--- src/rtl/pipeline_sequencer.sv ---
// -----------------------------------------------------------------------------
// pipeline_sequencer
//
// Run-control block for the N-stage MIPS pipeline. It loads the program into
// instruction memory, runs it either free-running or one cycle per step
// request, honours the debug freeze, spreads hazard stalls/bubbles and branch
// flushes over the stage registers, and drains the pipeline once a HALT
// opcode reaches ID.
//
// Ports
//   i_clk, i_reset      clock, synchronous active-high reset
//   i_start             IDLE -> RUN/STEP_WAIT, DONE -> IDLE
//   i_step_mode         sampled with an accepted start (1 = single-step)
//   i_step              single-step advance request
//   i_halt              debug freeze (level)
//   i_halt_detected     HALT opcode present in ID
//   i_hazard_stall      load-use stall from the hazard unit
//   i_branch_flush      taken branch/jump resolved in ID
//   i_load_*            program-load write port (accepted in IDLE only)
//   o_stage_enable      per-stage register enable (combinational)
//   o_stage_flush       per-stage bubble insert (combinational)
//   o_imem_*            registered instruction-memory write port
//   o_state             current state encoding
//   o_cycle_count       saturating count of advanced cycles
//   o_done              program finished
//   o_timeout           watchdog fired (only with PIPE_SEQ_WATCHDOG_EN)
//
// Optional feature: define PIPE_SEQ_WATCHDOG_EN to add the MAX_CYCLES
// watchdog and its o_timeout output.
// -----------------------------------------------------------------------------
module pipeline_sequencer #(
  parameter int NB_STAGES   = 5,
  parameter int NB_ADDR     = 32,
  parameter int NB_DATA     = 32,
  parameter int NB_CYCLES   = 32,
  parameter int STALL_DEPTH = 2,
  parameter int MAX_CYCLES  = 1000000
) (
  input  logic                 i_clk,
  input  logic                 i_reset,
  input  logic                 i_start,
  input  logic                 i_step_mode,
  input  logic                 i_step,
  input  logic                 i_halt,
  input  logic                 i_halt_detected,
  input  logic                 i_hazard_stall,
  input  logic                 i_branch_flush,
  input  logic                 i_load_valid,
  input  logic [NB_ADDR-1:0]   i_load_addr,
  input  logic [NB_DATA-1:0]   i_load_data,
  output logic [NB_STAGES-1:0] o_stage_enable,
  output logic [NB_STAGES-1:0] o_stage_flush,
  output logic                 o_imem_we,
  output logic [NB_ADDR-1:0]   o_imem_addr,
  output logic [NB_DATA-1:0]   o_imem_data,
  output logic [2:0]           o_state,
  output logic [NB_CYCLES-1:0] o_cycle_count,
`ifdef PIPE_SEQ_WATCHDOG_EN
  output logic                 o_timeout,
`endif
  output logic                 o_done
);

  typedef enum logic [2:0] {
    ST_IDLE      = 3'd0,
    ST_RUN       = 3'd1,
    ST_STEP_WAIT = 3'd2,
    ST_STEP_EXEC = 3'd3,
    ST_DRAIN     = 3'd4,
    ST_DONE      = 3'd5
  } state_t;

  // Drain counter must hold NB_STAGES-1.
  localparam int DRAIN_W = $clog2(NB_STAGES) + 1;
  localparam logic [DRAIN_W-1:0] DRAIN_INIT = DRAIN_W'(NB_STAGES - 1);
  localparam logic [DRAIN_W-1:0] DRAIN_LAST = DRAIN_W'(1);

  state_t               state_q, state_d;
  logic [NB_CYCLES-1:0] cycle_cnt_q, cycle_cnt_d;
  logic [DRAIN_W-1:0]   drain_cnt_q, drain_cnt_d;
  logic                 done_q, done_d;
  logic                 imem_we_q, imem_we_d;
  logic [NB_ADDR-1:0]   imem_addr_q, imem_addr_d;
  logic [NB_DATA-1:0]   imem_data_q, imem_data_d;
  logic                 advance;
  logic                 halt_to_drain;
  logic [NB_STAGES-1:0] stage_enable;
  logic [NB_STAGES-1:0] stage_flush;

`ifdef PIPE_SEQ_WATCHDOG_EN
  localparam logic [NB_CYCLES-1:0] WD_LIMIT = NB_CYCLES'(MAX_CYCLES);
  logic timeout_q, timeout_d;
`endif

  // The pipeline moves only in RUN, STEP_EXEC and DRAIN, and never while
  // the debug freeze is held.
  assign advance = ((state_q == ST_RUN) || (state_q == ST_STEP_EXEC) ||
                    (state_q == ST_DRAIN)) && !i_halt;

  // A stalled cycle keeps the HALT instruction in ID, so the halt is only
  // acted upon on an unstalled cycle.
  assign halt_to_drain = i_halt_detected && !i_hazard_stall;

  // Stage enable/flush distribution. Stall wins over branch flush; the drain
  // modifier is layered on top so IF stays frozen and ID receives bubbles
  // while the remaining instructions retire.
  always_comb begin : stage_ctrl
    stage_enable = '0;
    stage_flush  = '0;
    if (advance) begin
      stage_enable = '1;
      if (i_hazard_stall) begin
        for (int i = 0; i < STALL_DEPTH; i++) begin
          stage_enable[i] = 1'b0;
        end
        stage_flush[STALL_DEPTH] = 1'b1;
      end else if (i_branch_flush) begin
        stage_flush[1] = 1'b1;
      end
      if (state_q == ST_DRAIN) begin
        stage_enable[0] = 1'b0;
        stage_flush[1]  = 1'b1;
      end
    end else if ((state_q == ST_DONE) && i_start && !i_halt) begin
      // Leaving DONE clears every stage register so the next run starts clean.
      stage_flush = '1;
    end
  end

  // Next-state, counters and program-load capture.
  always_comb begin : next_state
    state_d     = state_q;
    cycle_cnt_d = cycle_cnt_q;
    drain_cnt_d = drain_cnt_q;
    done_d      = done_q;
    imem_we_d   = 1'b0;
    imem_addr_d = imem_addr_q;
    imem_data_d = imem_data_q;
`ifdef PIPE_SEQ_WATCHDOG_EN
    timeout_d   = timeout_q;
`endif

    // Program load is independent of the freeze but only legal in IDLE.
    if ((state_q == ST_IDLE) && i_load_valid) begin
      imem_we_d   = 1'b1;
      imem_addr_d = i_load_addr;
      imem_data_d = i_load_data;
    end

    if (advance && (cycle_cnt_q != '1)) begin
      cycle_cnt_d = cycle_cnt_q + NB_CYCLES'(1);
    end

    if (!i_halt) begin
      case (state_q)
        ST_IDLE: begin
          if (i_start) begin
            state_d     = i_step_mode ? ST_STEP_WAIT : ST_RUN;
            cycle_cnt_d = '0;
          end
        end
        ST_RUN: begin
          if (halt_to_drain) begin
            state_d     = ST_DRAIN;
            drain_cnt_d = DRAIN_INIT;
          end
        end
        ST_STEP_WAIT: begin
          if (i_step) begin
            state_d = ST_STEP_EXEC;
          end
        end
        ST_STEP_EXEC: begin
          if (halt_to_drain) begin
            state_d     = ST_DRAIN;
            drain_cnt_d = DRAIN_INIT;
          end else begin
            state_d = ST_STEP_WAIT;
          end
        end
        ST_DRAIN: begin
          if (drain_cnt_q == DRAIN_LAST) begin
            state_d = ST_DONE;
            done_d  = 1'b1;
          end else begin
            drain_cnt_d = drain_cnt_q - DRAIN_W'(1);
          end
        end
        ST_DONE: begin
          if (i_start) begin
            state_d = ST_IDLE;
            done_d  = 1'b0;
`ifdef PIPE_SEQ_WATCHDOG_EN
            timeout_d = 1'b0;
`endif
          end
        end
        default: begin
          state_d = ST_IDLE;
        end
      endcase
    end

`ifdef PIPE_SEQ_WATCHDOG_EN
    // A runaway program is forced into the normal drain sequence so the
    // pipeline still ends in a clean DONE state.
    if (!i_halt && (cycle_cnt_q >= WD_LIMIT) &&
        ((state_q == ST_RUN) || (state_q == ST_STEP_WAIT) ||
         (state_q == ST_STEP_EXEC))) begin
      state_d     = ST_DRAIN;
      drain_cnt_d = DRAIN_INIT;
      timeout_d   = 1'b1;
    end
`endif
  end

  // State and output registers; reset also cancels any pending load write.
  always_ff @(posedge i_clk) begin : state_reg
    if (i_reset) begin
      state_q     <= ST_IDLE;
      cycle_cnt_q <= '0;
      drain_cnt_q <= '0;
      done_q      <= 1'b0;
      imem_we_q   <= 1'b0;
      imem_addr_q <= '0;
      imem_data_q <= '0;
`ifdef PIPE_SEQ_WATCHDOG_EN
      timeout_q   <= 1'b0;
`endif
    end else begin
      state_q     <= state_d;
      cycle_cnt_q <= cycle_cnt_d;
      drain_cnt_q <= drain_cnt_d;
      done_q      <= done_d;
      imem_we_q   <= imem_we_d;
      imem_addr_q <= imem_addr_d;
      imem_data_q <= imem_data_d;
`ifdef PIPE_SEQ_WATCHDOG_EN
      timeout_q   <= timeout_d;
`endif
    end
  end

  assign o_stage_enable = stage_enable;
  assign o_stage_flush  = stage_flush;
  assign o_imem_we      = imem_we_q;
  assign o_imem_addr    = imem_addr_q;
  assign o_imem_data    = imem_data_q;
  assign o_state        = state_q;
  assign o_cycle_count  = cycle_cnt_q;
  assign o_done         = done_q;
`ifdef PIPE_SEQ_WATCHDOG_EN
  assign o_timeout      = timeout_q;
`endif

endmodule

--- config.mk ---
export PLATFORM = sky130hd
export DESIGN_NAME = pipeline_sequencer
export DESIGN_NICKNAME = d
export VERILOG_FILES = /design/src/rtl/pipeline_sequencer.sv
export SDC_FILE = /design/constraint.sdc
export NUM_CORES = 1
export LEC_CHECK = 0
export ABC_AREA = 0
export CORE_ASPECT_RATIO = 0.75
export CORE_MARGIN = 2
export CORE_UTILIZATION = 46
export CTS_CLUSTER_DIAMETER = 60
export DETAILED_ROUTE_END_ITERATION = 8
export PLACE_DENSITY = 0.89
export SLEW_MARGIN = 20
export SYNTH_ARGS = -nofsm -noshare
export SYNTH_HDL_FRONTEND = slang
export SYNTH_SLANG_ARGS = --single-unit
--- constraint.sdc ---
create_clock -name i_clk -period 3.4 [get_ports i_clk]
set_clock_uncertainty 0.1 [all_clocks]
set_input_delay 0.68 -clock i_clk [delete_from_list [all_inputs] [get_ports i_clk]]
set_output_delay 0.68 -clock i_clk [all_outputs]
set_load 0.02 [all_outputs]
==> summary.md, run 1 <==
| Metric | Value |
|---|---|
| Final wirelength | `13,540 um` |
| Hold-critical path endpoint | `o_imem_addr[16]$_SDFFE_PP0P_` |
| Synthesis-stage register bit count | `105` |
| Avg Synthesized Cell Area | `7.916 um^2` |
| Antenna diodes | `0` |
| Netlist area before placement | `4457 um^2` |
| Post-DR vias/cell | `5.382` |
| Peak supply drop | `0.3506 mV` |
| Share of post-route cells with drive strength above 1 | `5.691%` |
| Antenna violations before repair | `0` |
| Setup slack after layout | `0.2162 ns` |
| Clock Power Share | `40.2%` |
| Share of synthesized flip-flops with an asynchronous set or reset | `0%` |
| Net Switching | `0.7633 mW` |
| Internal power component | `2.243 mW` |
| Data required, critical path | `2.62 ns` |
| Sw Share | `25.39%` |
| Reg2Reg Launch Point | `o_cycle_count[13]$_SDFF_PP0_` |
| DRC violation count after routing | `0` |
| Area of the core | `9542 um^2` |
| Starting density of the core | `46.71%` |
| Number of iterations in the first detailed-routing pass | `5` |
| Clock transition at the registers of the reported paths | `0.07 ns` |
| Y dimension of the die | `89.25 um` |
| Summed negative setup slack over all endpoints | `0 ns` |
| Power Dens Cells | `447.0 nW/um^2` |
| Share of synthesized area occupied by flip-flops and latches | `47.16%` |
| Total die area | `10,500 um^2` |
| Startpoint of the lowest-slack hold path | `o_imem_addr[16]$_SDFFE_PP0P_` |
| P&R area growth vs syn | `50.93%` |
| GRT Total Usage | `24.53%` |
| Type of the setup path with the least slack | `primary input to output port` |
| Boundary Pins | `185` |
| Combinational Power Share | `15.8%` |
| FF-to-FF setup slack | `0.73 ns` |
| Number of buffers inserted by post-CTS setup repair | `0` |
| Number of cells upsized or downsized after cts | `0` |
| Clk sink count | `105` |
| Final cell area excluding filler cells | `6726 um^2` |
| Sequential share of power | `44.0%` |
| Number of global-route vias before repair | `4,277` |
| Slowest cell on crit path | `clkdlybuf4s50_1` |
| Final GP Congestion | `0.8668` |
| Global-route wire length before repair | `20,800 um` |
| EDFF count, synth | `0` |
| Number of buffers created by CTS | `9` |
| CP Cell Sequence | `clkdlybuf4s50_1 > nor2b_1 > nand2_1 > nor3_1 > buf_4 > a211o_1 > clkdlybuf4s50_1` |
| Instance count along the most critical hold path | `2` |
| Cells on worst reg2reg path | `5` |
| H-tree level count | `3` |
| Worst path max stage delay | `0.59 ns` |
| Final hold viol count | `0` |
| Arrival time at the worst endpoint | `2.40 ns` |
| Gr ovfl total | `0` |
| Max Freq | `314.1 MHz` |
| TritonCTS clock tree | `done` |
| Pin count of the biggest net entering global routing | `72` |
| Count of nets after finishing | `810` |
| Number of failing setup endpoints in the final timing report | `0` |
| DPL Wire Length | `9867 um` |
| Number of maximum-capacitance constraint violations | `0` |
| Dominant synthesized flop cell | `dfxtp_1` |
| Clock tree buffer depth | `2` |
| Die width | `117.7 um` |
| Placed insts | `854` |
| Static Leakage | `2.375 nW` |
| Startpoint kind of the worst setup timing path | `primary input` |
| Final critical-path required period | `3.184 ns` |
| Number of nets in the synthesized netlist | `640` |
| Count of final max-slew check failures | `0` |
| Syn Inst Count | `563` |
| Port-buffer cells | `184` |
| Outcome | `completed` |
| Placement Setup Slack | `0.2499 ns` |
| Cts hold-fix bufs | `0` |
| Yosys warning count | `0` |
| Critical path peak fanout | `6` |
| Average wire per standard cell | `15.57 um` |
| Capturing point of the worst reg2reg path | `o_cycle_count[28]$_SDFF_PP0_` |
| Placed Instance Area | `6376 um^2` |
| Worst Hold Class | `flip-flop to flip-flop` |
| Nature of the critical path endpoint | `output port` |
| First-iteration detailed-routing DRC count | `304` |
| Clk Tree Root Cell | `clkbuf_16` |
| Vias after detailed routing | `4,682` |
| Relative slew margins | `31.18%` |
| Count of different cell masters after synthesis | `54` |
| Site Rows | `31` |
| Most frequent cell on the critical path | `clkdlybuf4s50_1` |
| RSZ-0062 raised after global routing | `no` |
| Clock network latency to the later pin of the worst-skew pair | `0.34 ns` |
| Hold_ws | `0.3521 ns` |
| Measured slew at the worst slew-check pin | `1.023 ns` |
| Final worst-path cycle share | `93.64%` |
| Final ANT Viol Nets | `0` |
| Non-filler cells, final | `870` |
## critical path, delay by kind of cell
kind	cells	cell delay [ns]
buffers and inverters	3	1.21
AND/OR/NAND/NOR	3	0.40
AO/OA/AOI/OAI	1	0.10
## cell usage in the layout, fill, tap and decap left out, drive strengths merged, types with 2 or more instances in the layout
cell,instances
nor3,9
or3,15
o21ai,21
nand2,155
nor2,17
xnor2,5
a21oi,92
o211ai,4
clkbuf,9
and2,3
nand4,9
nor3b,5
clkdlybuf4s50,183
or4,6
inv,15
dfxtp,105
nand2b,5
and4,6
o22ai,2
buf,12
nor4,2
bufinv,3
nand3b,2
or2,3
nand3,9
ha,3
a31oi,5
o31ai,3
and3,4
nor2b,3
a211oi,2
mux2i,3
a211o,3
## metal layers
layer	wire length, um	GRT usage, %
met1	5541	30.14
met2	6925	43.29
met3	829	6.314
met4	247	7.338
met5	0	0
## flip-flops by register name (all words and copies together) (netlist names)
signal / cells
o_imem_we: 1
o_state: 3
drain_cnt_q: 4
o_imem_addr: 32
o_cycle_count: 32
o_done: 1
o_imem_data: 32
## power groups by stage
stage | combinational [mW] | sequential, mW | clock (mW)
finish | 0.475 | 1.32 | 1.21
detailed placement | 0.472 | 1.35 | 0
global route | 0.511 | 1.33 | 1.28
global placement | 0.461 | 1.35 | 0
CTS | 0.476 | 1.32 | 1.23
floorplan | 0.156 | 1.41 | 0
## Yosys cell counts (2+ instances only)
cell type	instances	area share, %
nand2_1	155	13
dfxtp_1	105	47
a21oi_1	92	10
clkbuf_1	26	2.2
o21ai_0	20	2.2
nor2_1	17	1.4
or3_1	15	2.1
inv_1	12	1.0
nand3_1	9	1.0
nor3_1	9	1.0
nand4_1	8	1.1
and4_1	6	1.2
or4_1	6	1.0
a31oi_1	5	0.70
buf_4	5	0.84
nand2b_1	5	0.70
xnor2_1	5	0.98
and3_1	4	0.56
nor3b_1	4	0.67
a211o_1	3	0.59
and2_1	3	0.42
buf_1	3	0.25
ha_1	3	0.84
mux2i_1	3	0.67
nor2b_1	3	0.42
o211ai_1	3	0.51
buf_6	2	0.51
nand3b_1	2	0.34
nor4_1	2	0.28
o22ai_1	2	0.28
o31ai_1	2	0.34
or2_2	2	0.28
## kinds of logic (layout without fill, tap and decap cells)
| family | after synthesis | count (layout) | share of synthesized area [%] |
|---|---|---|---|
| xor gates and xnor gates | 5 | 5 | 0.9825 |
| adders and majority gates | 3 | 3 | 0.8423 |
| muxes | 4 | 4 | 0.9265 |
| DFF | 105 | 105 | 47.16 |
| and+or+nand+nor | 256 | 256 | 26.95 |
| buffers and inverters | 48 | 223 | 4.801 |
| AOI/OAI and AO/OA | 142 | 142 | 18.33 |
## layout make-up
class                           instances  area, um^2
Clock buffer                            9       225.2
Clock inverter                          7       123.9
Fill cell                             801        2815
Inverter                               12       45.04
Multi-Input combinational cell        410        2145
Sequential cell                       105        2103
Tap cell                              132       165.2
Timing Repair Buffer                  195        1919
## worst max-delay path by stage
stage	slack [ns]	cells past startpoint	to	start
floorplan	0.54	5	o_stage_flush[1]	i_halt
global placement	0.29	7	o_stage_flush[1]	i_halt
detailed placement	0.25	7	o_stage_flush[1]	i_halt
CTS	0.16	4	o_stage_flush[1]	o_state[2]$_SDFFE_PP0P_
global route	0.05	7	o_stage_flush[1]	i_halt
finish	0.22	7	o_stage_flush[1]	i_halt
## metrics by stage
| stage | utilization, % | total power, mW |
|---|---|---|
| finish | 70.50 | 3.007 |
| global route | 70.50 | 3.122 |
| CTS | 70.48 | 3.029 |
| detailed placement | 66.82 | 1.823 |
| global placement | 66.82 | 1.807 |
| floorplan | - | 1.570 |
(Power assumes the default switching activity.)
==> run 2, diff against run 1 <==
==> constraint.sdc (replaced) <==
create_clock -name i_clk -period 3.9 [get_ports i_clk]
set_clock_uncertainty 0.1 [all_clocks]
set_input_delay 0.585 -clock i_clk [delete_from_list [all_inputs] [get_ports i_clk]]
set_output_delay 0.585 -clock i_clk [all_outputs]
set_load 0.02 [all_outputs]
==> run 2 against run 1 <==
Compared with the run above:
- via count fell by 0.15%
- count of clock-buffer cells in the layout grew 2
- cell count fell by 0.92%
- global-route usage fell by 0.18 points
- cell area is 1.6% lower
- first-iteration DRC count increased by 30%
- core utilization shrank 1.1 points
- combinational power is 14% lower
- sequential cell count unchanged
- register-to-register slack better by 0.49 ns
- critical path depth unchanged
==> summary.md, run 2 (synthesis results as in run 1) <==
| Metric | Value |
|---|---|
| Boundary Pins | `185 (unchanged)` |
| Placed Instance Area | `6316 um^2 (-0.94%)` |
| Final ANT Viol Nets | `0 (unchanged)` |
| Share of the core filled with cells | `69.38% (-1.1 points)` |
| Count of nets after finishing | `802 (-0.99%)` |
| Number of cells upsized or downsized after cts | `0 (unchanged)` |
| Non-filler cells, final | `862 (-0.92%)` |
| Total buffers and inverters traversed by the critical path | `4 (+1)` |
| Clock Power Share | `36.7% (-3.5 points)` |
| Antenna violations before repair | `1 (+1)` |
| Power Dens Cells | `372.3 nW/um^2 (-17%)` |
| Type of the setup path with the least slack | `primary input to output port` |
| Register Area | `2102 um^2 (about the same)` |
| Count of final max-slew check failures | `0 (unchanged)` |
| Total die area | `10,500 um^2 (unchanged)` |
| Post-layout power | `2.465 mW (-18%)` |
| Area of the core | `9542 um^2 (unchanged)` |
| Worst Hold Class | `flip-flop to flip-flop` |
| Summed negative setup slack over all endpoints | `0 ns (unchanged)` |
| Static Leakage | `2.315 nW (-2.5%)` |
| Internal power component | `1.828 mW (-18%)` |
| Most frequent cells in the layout | `clkdlybuf4s50_1, nand2_1, dfxtp_1` |
| Global-route wire length before repair | `20,730 um (-0.33%)` |
| Critical path peak fanout | `10 (+4)` |
| Commonest non-fill, non-tap cell in the layout | `clkdlybuf4s50_1` |
| Startpoint kind of the worst setup timing path | `primary input` |
| Final critical-path required period | `3.185 ns` |
| Count of fill cells added during filler insertion | `797 (-0.50%)` |
| Reg2Reg Launch Point | `o_cycle_count[13]$_SDFF_PP0_` |
| Antenna diodes | `0 (unchanged)` |
| Clock tree buffer depth | `2 (unchanged)` |
| Die width | `117.7 um (unchanged)` |
| Number of maximum-capacitance constraint violations | `0 (unchanged)` |
| Outcome | `completed` |
| Data required, critical path | `3.21 ns (+0.59 ns)` |
| Clk Tree Root Cell | `clkbuf_16` |
| GR met3 Demand/Resource | `7.526% (+1.2 points)` |
| Capturing point of the worst reg2reg path | `o_cycle_count[28]$_SDFF_PP0_` |
| Share of post-route cells with drive strength above 1 | `4.384% (-1.3 points)` |
| DRC violation count after routing | `0 (unchanged)` |
| Clock network latency to the later pin of the worst-skew pair | `0.33 ns (about the same)` |
| FF-to-FF setup slack | `1.22 ns (+0.49 ns)` |
| Max Freq | `314.0 MHz` |
| Hold-critical path endpoint | `o_imem_addr[16]$_SDFFE_PP0P_` |
| Number of failing setup endpoints in the final timing report | `0 (unchanged)` |
| Y dimension of the die | `89.25 um (unchanged)` |
| Met2 track utilization from global routing | `42.49% (-0.79 points)` |
| Most frequent cell on the critical path | `clkdlybuf4s50_1` |
| Post-DR vias/cell | `5.423 (+0.78%)` |
| GRT Total Usage | `24.34% (-0.18 points)` |
| Global routing's busiest layer | `met2` |
| Cts hold-fix bufs | `0 (unchanged)` |
| Measured slew at the worst slew-check pin | `1.028 ns (+0.004690 ns)` |
| CP Cell Sequence | `clkdlybuf4s50_1 > buf_4 > inv_1 > o21ai_0 > nor2_1 > a211o_1 > clkdlybuf4s50_1` |
| Sequential share of power | `46.8% (+2.8 points)` |
| P&R area growth vs syn | `48.54%` |
| Final worst-path cycle share | `81.66%` |
| Average wire per standard cell | `15.82 um (+1.6%)` |
| Relative slew margins | `30.86% (-0.32 points)` |
| Worst path max stage delay | `0.53 ns (-0.06 ns)` |
| First-iteration detailed-routing DRC count | `396 (+30%)` |
| Number of iterations in the first detailed-routing pass | `6 (+1)` |
| TritonCTS clock tree | `done` |
| Gr ovfl total | `0 (unchanged)` |
| Final wirelength | `13,640 um (+0.71%)` |
| Cells on worst reg2reg path | `5 (unchanged)` |
| Starting density of the core | `46.71% (unchanged)` |
| Peak supply drop | `0.2586 mV (-26%)` |
| Slowest cell on crit path | `clkdlybuf4s50_1` |
| Footprint of the multi-input gates | `2151 um^2 (+0.29%)` |
| Number of buffers inserted by post-CTS setup repair | `0 (unchanged)` |
| Vias after detailed routing | `4,675 (-0.15%)` |
| Final hold viol count | `0 (unchanged)` |
| Clock transition at the registers of the reported paths | `0.07 ns (about the same)` |
| Number of buffers created by CTS | `9 (unchanged)` |
| Sw Share | `25.82% (+0.43 points)` |
| Family with the most delay on the worst path | `buffers and inverters` |
| Port-buffer cells | `184 (unchanged)` |
| RSZ-0062 raised after global routing | `no` |
| Startpoint of the lowest-slack hold path | `o_imem_addr[16]$_SDFFE_PP0P_` |
| Number of global-route vias before repair | `4,257 (-0.47%)` |
| H-tree level count | `3 (unchanged)` |
| Nature of the critical path endpoint | `output port` |
| Placed insts | `846 (-0.94%)` |
| Clk sink count | `105 (unchanged)` |
| Final cell area excluding filler cells | `6620 um^2 (-1.6%)` |
| DPL Wire Length | `10,040 um (+1.8%)` |
| Site Rows | `31 (unchanged)` |
| Pin count of the biggest net entering global routing | `66 (-8.3%)` |
| Arrival time at the worst endpoint | `2.50 ns (+0.10 ns)` |
| Combinational Power Share | `16.5% (+0.7 points)` |
| Final GP Congestion | `0.8369 (-3.4%)` |
| Net Switching | `0.6363 mW (-17%)` |
| M1 GR Usage | `28.97% (-1.2 points)` |
| Instance count along the most critical hold path | `2 (unchanged)` |
-- run 2: cell count changes in the layout (fill, tap and decap cells not counted), moves of 2 or more --
cell | previous run | this run
buf_4 | 11 | 3
inv_6 | 3 | 0
clkinv_2 | 0 | 2
bufinv_16 | 3 | 1
-- run 2: power by group through the flow --
stage               Clock (mW)  Combinational [mW]  Sequential, mW
floorplan                    0               0.136            1.23
global placement             0               0.394            1.17
detailed placement           0               0.404            1.18
CTS                      0.926               0.407            1.15
global route             0.971               0.436            1.16
finish                   0.904               0.407            1.15
-- run 2: worst register-to-register path: cells and delay by family, from the launching register on --
family / cells / cell delay, ns
flip-flops: 1 / 0.43
AND/OR/NAND/NOR: 5 / 2.09
-- run 2: final cells by class --
type	count	share of cell area, %
Clock inverter	5	0.8316
Clock buffer	11	3.667
Timing Repair Buffer	187	28.09
Sequential cell	105	31.75
Tap cell	132	2.495
Inverter	12	0.6804
Multi-Input combinational cell	410	32.49
-- run 2: worst max-delay path by stage --
stage | startpoint | to | slack (ns) | cells past startpoint
after floorplan | o_state[0]$_SDFFE_PP0P_ | o_stage_flush[1] | 1.20 | 5
after global placement | i_halt | o_stage_flush[1] | 0.78 | 7
after detailed placement | i_halt | o_stage_flush[1] | 0.74 | 7
after CTS | i_halt | o_stage_flush[1] | 0.73 | 7
after global routing | o_state[2]$_SDFFE_PP0P_ | o_stage_flush[2] | 0.53 | 5
final | i_halt | o_stage_flush[1] | 0.72 | 7
-- run 2: per-stage QoR --
step / setup slack, ns / hold slack (ns)
2_1_floorplan: 1.197 / 0.3450
3_5_place_dp: 0.7364 / 0.3453
5_1_grt: 0.5279 / 0.3761
6_report: 0.7152 / 0.3553
3_3_place_gp: 0.7814 / 0.3410
4_1_cts: 0.7301 / 0.3550
-- run 2: layer usage --
layer / vias up / part of all wire [%]
met5: - / 0.10
met4: 2 / 2.8
met3: 35 / 6.8
met2: 194 / 51
met1: 2191 / 40
li1: 2253 / -
==> run 3, diff against run 2 <==
--- a/config.mk
+++ b/config.mk
@@ -8,10 +8,10 @@
 export ABC_AREA = 0
 export CORE_ASPECT_RATIO = 0.75
 export CORE_MARGIN = 2
-export CORE_UTILIZATION = 46
+export CORE_UTILIZATION = 39
 export CTS_CLUSTER_DIAMETER = 60
 export DETAILED_ROUTE_END_ITERATION = 8
-export PLACE_DENSITY = 0.89
+export PLACE_DENSITY = 0.81
 export SLEW_MARGIN = 20
 export SYNTH_ARGS = -nofsm -noshare
 export SYNTH_HDL_FRONTEND = slang
==> constraint.sdc (replaced) <==
create_clock -name i_clk -period 2.8 [get_ports i_clk]
set_clock_uncertainty 0.1 [all_clocks]
set_input_delay 0.42 -clock i_clk [delete_from_list [all_inputs] [get_ports i_clk]]
set_output_delay 0.42 -clock i_clk [all_outputs]
set_load 0.02 [all_outputs]
==> run 3 against run 2 <==
Compared with the run above:
- clock power grew 42%
- non-clock buffer count grew 15
- critical path depth shrank 2
- sequential cell count is the same
- via count shrank 0.13%
- cell area grew 2.2%
- power grew 41%
- routed wire length grew 0.44%
- critical path type is now flip-flop to output port
- largest cell class unchanged
- largest power group unchanged
==> summary.md, run 3 (synthesis results as in run 1) <==
| Metric | Value |
|---|---|
| Outcome | `completed` |
| Global-route wire length before repair | `21,100 um (+1.8%)` |
| Relative slew margins | `58.01% (+27 points)` |
| Peak supply drop | `0.2853 mV (+10%)` |
| Final wirelength | `13,700 um (+0.44%)` |
| Antenna diodes | `0 (unchanged)` |
| Vias after detailed routing | `4,669 (-0.13%)` |
| Power Dens Cells | `512.6 nW/um^2 (+38%)` |
| DPL Wire Length | `10,260 um (+2.1%)` |
| Net Switching | `0.9187 mW (+44%)` |
| Site Rows | `33 (+6.5%)` |
| Sw Share | `26.49% (+0.67 points)` |
| First-iteration detailed-routing DRC count | `297 (-25%)` |
| Number of maximum-capacitance constraint violations | `0 (unchanged)` |
| Gr ovfl total | `0 (unchanged)` |
| Antenna violations before repair | `0 (-1)` |
| Commonest non-fill, non-tap cell in the layout | `clkdlybuf4s50_1` |
| Hold-critical path endpoint | `o_state[1]$_SDFFE_PP0P_` |
| Area of the core | `11,020 um^2 (+16%)` |
| Count of final max-slew check failures | `0 (unchanged)` |
| Clk Tree Root Cell | `clkbuf_16` |
| Clk sink count | `105 (unchanged)` |
| Data required, critical path | `2.28 ns (-0.93 ns)` |
| Cells on worst reg2reg path | `5 (unchanged)` |
| Clock tree buffer depth | `2 (unchanged)` |
| Final critical-path required period | `2.639 ns` |
| Starting density of the core | `40.43% (-6.3 points)` |
| GRT Total Usage | `21.33% (-3.0 points)` |
| Final hold viol count | `0 (unchanged)` |
| Instance count along the most critical hold path | `3 (+1)` |
| Clock network latency to the later pin of the worst-skew pair | `0.34 ns (about the same)` |
| Capturing point of the worst reg2reg path | `o_cycle_count[8]$_SDFF_PP0_` |
| P&R area growth vs syn | `51.80%` |
| Die width | `127.4 um (+8.3%)` |
| DRC violation count after routing | `0 (unchanged)` |
| Static Leakage | `2.415 nW (+4.3%)` |
| Startpoint of the lowest-slack hold path | `i_reset` |
| Number of iterations in the first detailed-routing pass | `5 (-1)` |
| Startpoint kind of the worst setup timing path | `flip-flop` |
| Number of buffers created by CTS | `9 (unchanged)` |
| Final cell area excluding filler cells | `6765 um^2 (+2.2%)` |
| Count of nets after finishing | `817 (+1.9%)` |
| Average wire per standard cell | `15.48 um (-2.2%)` |
| Total die area | `12,310 um^2 (+17%)` |
| Clock transition at the registers of the reported paths | `0.07 ns (about the same)` |
| Summed negative setup slack over all endpoints | `0 ns (unchanged)` |
| Clock Power Share | `36.8% (about the same)` |
| Arrival time at the worst endpoint | `2.12 ns (-0.38 ns)` |
| TritonCTS clock tree | `done` |
| Boundary Pins | `185 (unchanged)` |
| Final ANT Viol Nets | `0 (unchanged)` |
| Number of failing setup endpoints in the final timing report | `0 (unchanged)` |
| RSZ-0062 raised after global routing | `no` |
| Critical path peak fanout | `7 (-3)` |
| Final GP Congestion | `0.9458 (+13%)` |
| Post-layout power | `3.468 mW (+41%)` |
| Measured slew at the worst slew-check pin | `0.6251 ns (-0.4025 ns)` |
| Final worst-path cycle share | `94.26%` |
| Reg2Reg Launch Point | `o_cycle_count[13]$_SDFF_PP0_` |
| Placed Instance Area | `6451 um^2 (+2.1%)` |
| Worst Hold Class | `primary input to flip-flop` |
| Port-buffer cells | `184 (unchanged)` |
| H-tree level count | `3 (unchanged)` |
| Most frequent cells in the layout | `clkdlybuf4s50_1, nand2_1, dfxtp_1` |
| Number of global-route vias before repair | `4,323 (+1.6%)` |
| Combinational Power Share | `17.0% (+0.5 points)` |
| Internal power component | `2.549 mW (+39%)` |
| Y dimension of the die | `96.58 um (+8.2%)` |
| Nature of the critical path endpoint | `output port` |
| Type of the setup path with the least slack | `flip-flop to output port` |
| Pin count of the biggest net entering global routing | `56 (-15%)` |
| Share of post-route cells with drive strength above 1 | `6.577% (+2.2 points)` |
| FF-to-FF setup slack | `0.48 ns (-0.74 ns)` |
| Post-DR vias/cell | `5.276 (-2.7%)` |
| Sequential share of power | `46.2% (-0.6 points)` |
| Max Freq | `378.9 MHz` |
[run 3: stage by stage]
step / std cells / hold WS [ns] / utilization (%) / worst slack (ns)
6_report: 885 / 0.3526 / 61.37 / 0.1606
5_1_grt: 885 / 0.3571 / 61.37 / 0.01297
4_1_cts: 885 / 0.3425 / 61.26 / 0.05676
3_5_place_dp: 869 / 0.3464 / 58.52 / 0.1839
3_3_place_gp: 869 / 0.3409 / 58.52 / 0.2031
2_1_floorplan: 563 / 0.3450 / - / 0.2625
[run 3: per-layer routing]
metal / GRT usage (%) / part of all wire, %
met1: 26.05 / 41
met5: 0 / 0
met3: 7.048 / 8.4
met4: 6.868 / 1.5
met2: 36.01 / 49
[run 3: worst max-delay path by stage]
stage | from | end | slack [ns] | depth (start not counted)
after floorplan | o_state[0]$_SDFFE_PP0P_ | o_stage_flush[1] | 0.26 | 5
after global routing | o_state[2]$_SDFFE_PP0P_ | o_stage_flush[1] | 0.01 | 5
after global placement | i_halt | o_stage_flush[1] | 0.20 | 7
after detailed placement | i_halt | o_stage_enable[0] | 0.18 | 6
final | o_state[2]$_SDFFE_PP0P_ | o_stage_flush[1] | 0.16 | 5
after CTS | o_state[2]$_SDFFE_PP0P_ | o_stage_flush[1] | 0.06 | 4
[run 3: cell type report]
class	count	area (um^2)
fill	926	4259
multi-input combinational	410	2153
sequential	105	2102
timing repair buffer	202	1987
clock buffer	9	225.2
tap	140	175.2
clock inverter	7	77.57
inverter	12	45.04
[run 3: critical path, cell delays in order, from the launching register on]
cell and delay, ns:
dfxtp_1 0.36, nor3b_4 0.18, o21ai_0 0.31, nor2_1 0.10, a211o_1 0.29, clkdlybuf4s50_1 0.53
[run 3: power by group through the flow]
stage	Combinational [mW]	Sequential, mW	Clock, mW
after floorplan	0.189	1.72	0
after global placement	0.579	1.63	0
after detailed placement	0.589	1.64	0
after CTS	0.593	1.60	1.30
after global routing	0.637	1.61	1.36
final	0.590	1.60	1.28
[run 3: timing repair]
| item | 4_1_cts | 5_1_grt |
|---|---|---|
| setup buffers | 0 | 0 |
| hold buffers | 0 | 0 |
| endpoints found under the setup margin | 0 | 2 |
| resized for setup | 0 | 3 |
